File: src/rtl/gray_pkg.sv
// rtl/gray_pkg.sv - shared binary/Gray conversion helpers
// Purpose: common conversion functions for the Gray pointer encode and decode
//   paths. Functions work on a fixed maximum width; callers zero-extend their
//   SIZE-bit value in and truncate the result, which is exact for both directions
//   because the extra high bits are zero.
// Ports: none (package).
package gray_pkg;

  localparam int GRAY_MAX_W = 32;

  function automatic logic [GRAY_MAX_W-1:0] bin2gray(input logic [GRAY_MAX_W-1:0] b);
    return b ^ (b >> 1);
  endfunction

  // XOR-prefix from the MSB down: b[i] = g[MSB] ^ ... ^ g[i]
  function automatic logic [GRAY_MAX_W-1:0] gray2bin(input logic [GRAY_MAX_W-1:0] g);
    logic [GRAY_MAX_W-1:0] b;
    b[GRAY_MAX_W-1] = g[GRAY_MAX_W-1];
    for (int i = GRAY_MAX_W - 2; i >= 0; i--) begin
      b[i] = b[i+1] ^ g[i];
    end
    return b;
  endfunction

endpackage

File: src/rtl/gray_counter_if.sv
// rtl/gray_counter_if.sv - control and count bus of the Gray counter
// Purpose: bundles the step/load controls and the registered count outputs.
// Signals:
//   en, up, load, load_val : controls driven by the master side
//   bin_out, gray_out, wrap: registered results driven by the counter (slave)
interface gray_counter_if #(
  parameter int SIZE = 4
);

  logic            en;
  logic            up;
  logic            load;
  logic [SIZE-1:0] load_val;
  logic [SIZE-1:0] bin_out;
  logic [SIZE-1:0] gray_out;
  logic            wrap;

  modport master (
    output en, up, load, load_val,
    input  bin_out, gray_out, wrap
  );

  modport slave (
    input  en, up, load, load_val,
    output bin_out, gray_out, wrap
  );

endinterface

File: src/rtl/bin_to_gray.sv
// rtl/bin_to_gray.sv - combinational binary to Gray encoder
// Purpose: g = b ^ (b >> 1), used on the next-state value so the Gray output
//   can be taken directly from a flop.
// Ports:
//   i_bin  in  SIZE  binary value
//   o_gray out SIZE  Gray code of i_bin
module bin_to_gray #(
  parameter int SIZE = 4
) (
  input  logic [SIZE-1:0] i_bin,
  output logic [SIZE-1:0] o_gray
);

  assign o_gray = i_bin ^ (i_bin >> 1);

endmodule

File: src/rtl/gray_counter.sv
// rtl/gray_counter.sv - up/down counter with registered Gray copy
// Purpose: modular SIZE-bit up/down counter with load; drives a flop-sourced
//   Gray code of the count (safe to synchronise into another clock domain)
//   and a one-cycle wrap pulse.
// Ports:
//   clk  in  1   clock, rising edge
//   rst  in  1   synchronous reset, active-high
//   bus  slave   en/up/load/load_val in; bin_out/gray_out/wrap out
module gray_counter
  import gray_pkg::*;
#(
  parameter int SIZE      = 4,
  parameter int RESET_VAL = 0
) (
  input  logic         clk,
  input  logic         rst,
  gray_counter_if.slave bus
);

  localparam logic [SIZE-1:0] RESET_BIN  = SIZE'(RESET_VAL);
  localparam logic [SIZE-1:0] RESET_GRAY = SIZE'(bin2gray(GRAY_MAX_W'(RESET_BIN)));

  logic [SIZE-1:0] r_bin_q;
  logic [SIZE-1:0] r_gray_q;
  logic            r_wrap_q;

  logic [SIZE-1:0] w_bin_next;
  logic [SIZE-1:0] w_gray_next;
  logic            w_wrap_next;

  // Next-state: load beats en; wrap only from a real step across the end.
  always_comb begin
    w_bin_next  = r_bin_q;
    w_wrap_next = 1'b0;
    if (bus.load) begin
      w_bin_next = bus.load_val;
    end else if (bus.en) begin
      if (bus.up) begin
        w_bin_next  = r_bin_q + SIZE'(1);
        w_wrap_next = &r_bin_q;
      end else begin
        w_bin_next  = r_bin_q - SIZE'(1);
        w_wrap_next = ~|r_bin_q;
      end
    end
  end

  // Gray flop is fed from the next binary value, not decoded from bin_out.
  bin_to_gray #(
    .SIZE(SIZE)
  ) u_bin_to_gray (
    .i_bin (w_bin_next),
    .o_gray(w_gray_next)
  );

  always_ff @(posedge clk) begin
    if (rst) begin
      r_bin_q  <= RESET_BIN;
      r_gray_q <= RESET_GRAY;
      r_wrap_q <= 1'b0;
    end else begin
      r_bin_q  <= w_bin_next;
      r_gray_q <= w_gray_next;
      r_wrap_q <= w_wrap_next;
    end
  end

  assign bus.bin_out  = r_bin_q;
  assign bus.gray_out = r_gray_q;
  assign bus.wrap     = r_wrap_q;

endmodule

File: src/flat_wrapper.sv
// flat-port wrapper written by rule: the top's interface ports become plain ports
module gray_counter_flat import gray_pkg::*;
#(
  parameter int SIZE      = 4,
  parameter int RESET_VAL = 0
)
  (clk, rst, bus_en, bus_up, bus_load, bus_load_val, bus_bin_out, bus_gray_out, bus_wrap);
  gray_counter_if #(.SIZE(SIZE)) bus_i ();
  input  logic clk;
  input  logic rst;
  input wire logic [$bits(bus_i.en)-1:0] bus_en;
  input wire logic [$bits(bus_i.up)-1:0] bus_up;
  input wire logic [$bits(bus_i.load)-1:0] bus_load;
  input wire logic [$bits(bus_i.load_val)-1:0] bus_load_val;
  output wire logic [$bits(bus_i.bin_out)-1:0] bus_bin_out;
  output wire logic [$bits(bus_i.gray_out)-1:0] bus_gray_out;
  output wire logic [$bits(bus_i.wrap)-1:0] bus_wrap;
  assign bus_i.en = bus_en;
  assign bus_i.up = bus_up;
  assign bus_i.load = bus_load;
  assign bus_i.load_val = bus_load_val;
  assign bus_bin_out = bus_i.bin_out;
  assign bus_gray_out = bus_i.gray_out;
  assign bus_wrap = bus_i.wrap;
  gray_counter #(.SIZE(SIZE), .RESET_VAL(RESET_VAL)) u_core (.clk(clk), .rst(rst), .bus(bus_i));
endmodule
File: config.mk
export PLATFORM = sky130hd
export DESIGN_NAME = gray_counter_flat
export DESIGN_NICKNAME = d
export VERILOG_FILES = /design/src/rtl/gray_pkg.sv /design/src/rtl/gray_counter_if.sv /design/src/rtl/bin_to_gray.sv /design/src/rtl/gray_counter.sv /design/src/flat_wrapper.sv
export SDC_FILE = /design/constraint.sdc
export NUM_CORES = 1
export LEC_CHECK = 0
export CAP_MARGIN = 20
export CORE_MARGIN = 1
export CORE_UTILIZATION = 38
export DETAILED_ROUTE_END_ITERATION = 8
export GPL_TIMING_DRIVEN = 0
export HOLD_SLACK_MARGIN = 0.15
export PLACE_DENSITY = 0.82
export SLEW_MARGIN = 20
export SYNTH_ARGS = -nofsm -noshare
export SYNTH_HDL_FRONTEND = slang
export SYNTH_HIERARCHICAL = 1
export SYNTH_SLANG_ARGS = --single-unit
File: constraint.sdc
create_clock -name clk -period 1.6 [get_ports clk]
set_input_delay 0.32 -clock clk [delete_from_list [all_inputs] [get_ports clk]]
set_output_delay 0.32 -clock clk [all_outputs]
set_load 0.005 [all_outputs]
==> out/metrics.cfg <==
[logic_synthesis]
synth-edff-count = 0
syn_nets = 63
synth.avg_cell_area_um2 = 10.1
synth_compound_area_frac = 0.112
netlist_area_um2 = 515
ys_seq_area_frac = 0.350
yosys.cell_types.count = 27
yosysTopAreaCell = dfxtp_1
synth_top_family_by_area = simple AND/OR/NAND/NOR gates
synth_fa_ha_area_frac = 0.0874
ys_warn_count = 6
synthTopCellsByArea = dfxtp_1, xor2_1, nor2b_1
yosys.area_share.xor_xnor = 0.102
muxShareOfSynthArea = 0.0583
synth-simple-area-share = 0.233
synth_cells = 51
ys_seq_elements = 9
ys.flop_type = dfxtp_1
synth_top_cell_area_share = 0.350
synthArstFlopShare = 0

[timing]
setup_viol_count_final = 2
max_freq_mhz = 618
setup_ws_ns = -0.0172
hold_viol = 0
fin_crit_ns = 1.62
rsz0062_at_grt = true
slew_headroom = 0.724
tightestPinTransition_ns = 0.411
maxSlewViolCount = 0
skew_ns = 0.00794
period_share = 1.01
fin_hold_ws_ns = 0.338

[clocking]
clockBufferDepth = 2
cts_made_buffers = 3
cts_tree = yes
root_buffer = clkbuf_4
clk_pin_slew_ns = 0.07
clk_latency_ns = 0.26
postCtsHoldBufs = 0
cts.sinks = 9
htreeDepth = 1

[critical_path]
critical_path_class = flip-flop to flip-flop
start_kind = flip-flop
crit_fanout = 3
crit_arrival_ns = 1.75
cp.required_ns = 1.74
cp-end-kind = flip-flop

[power]
design_power_total_uw = 660
cellLeakagePower_uw = 0.000341
irDropWorstVdd_mv = 0.359
powerDensity_nw_per_um2 = 826

[global_routing]
overflow = 0
grt_pass1_vias = 391
grt_pass1_wl_um = 1640
track_usage = 0.167
antenna_found_initial = 0
grt_max_degree = 11

[floorplanning]
die_x_um = 38.8
rows = 12
die_h_um = 38.8
pin_count = 18
start_util = 0.435
core_um2 = 1190
dieArea_um2 = 1510

[cells_and_area]
utilization = 0.674
n_antenna_cell = 0
final_cell_mix = clkdlybuf4s50_1, buf_4, nor2b_1, dfxtp_1, xor2_1
syn_to_final_growth_pct = 55.1
final_common_cell = clkdlybuf4s50_1
final_nets = 89
finalNonFillerCells = 90
drive_gt1_frac = 0.368
final_area_um2 = 800

[route]
drtIter0Drc = 9
via_per_inst = 5.08
ant_nets = 0
wirelength_um = 1070
drc_errors = 0
wire_per_inst_um = 11.9
dr.pass1.iters = 2
vias = 457

[placed_design]
port_buffers = 15
placed_cell_area_um2 = 699
dp.cells = 80
gp_congestion = 0.709

[hold_path]
min_path_type = primary input to flip-flop

[status]
violations = negative setup slack
status = finished with violations

[run]
maxCapViolCount = 0

synth_stat cells, types with 2 or more instances:
cell type  count
buf_4          2
dfxtp_1        9
ha_1           2
mux2i_1        3
nand2_1        3
nor2b_1        6
o21ai_0        2
xor2_1         5
final cells by class:
cell class | instances | area [um2]
buffer | 3 | 26.3
clock buffer | 4 | 26.3
fill | 107 | 387
inverter | 1 | 6.26
multi-input combinational | 38 | 342
sequential | 9 | 189
tap | 14 | 17.5
timing repair buffer | 21 | 193
where the power goes:
| group | internal, uW | total (uW) | switching [uW] |
|---|---|---|---|
| sequential | 248 | 265 | 16.6 |
| combinational | 134 | 217 | 82.7 |
| clock | 96.1 | 179 | 82.5 |
| total | 478 | 660 | 182 |
cell families (layout without fill, tap and decap cells):
group	after synthesis	after routing
adders and majority gates	3	3
xor gates and xnor gates	6	6
AOI/OAI and AO/OA	8	8
buffers and inverters	4	29
muxes	3	3
DFF	9	9
and+or+nand+nor	18	18
worst paths after layout:
| check | start | end | slack (ns) | depth (start not counted) |
|---|---|---|---|---|
| hold / removal | bus_en | u_core/bus.wrap | 0.34 | 2 |
| hold reg to reg | u_core/bus.bin_out[3] | u_core/bus.bin_out[3] | 0.68 | 2 |
| setup reg to reg | u_core/bus.bin_out[0] | u_core/bus.gray_out[2] | -0.02 | 6 |
| setup / recovery | u_core/bus.bin_out[0] | u_core/bus.gray_out[2] | -0.02 | 6 |
metal layers:
layer | global-route usage | routed length (um) | up-vias
met5 | 0 | 0 | -
met4 | 0.103 | 16 | 0
met3 | 0.0347 | 43 | 2
met2 | 0.271 | 538 | 15
met1 | 0.196 | 469 | 211
li1 | - | - | 229
state kept, by name (all words and copies together), names as in the netlist:
| register | cells |
|---|---|
| u_core/bus.gray_out | 4 |
| u_core/bus.wrap | 1 |
| u_core/bus.bin_out | 4 |
worst max-delay path, cell delays in order (launching register included):
cell,delay [ns]
dfxtp_4,0.36
fa_2,0.35
xor2_1,0.15
mux2i_1,0.23
o21ai_2,0.11
xor2_1,0.16
nor2b_1,0.13
what timing repair did:
| item | in CTS | in global routing |
|---|---|---|
| pin swaps | 2 | 0 |
| buffers inserted | 4 | 2 |
| gates resized for setup | 10 | 5 |
| setup endpoints to repair | 7 | 5 |
through the flow:
step	setup TNS, ns	setup slack [ns]
after CTS	0	0.00401
after detailed placement	-3.51	-0.645
after floorplan	0	0.0133
final	-0.0234	-0.0172
after global placement	-3.35	-0.626
after global routing	-0.134	-0.0696
Note: power is estimated with default switching activity, not from simulation.
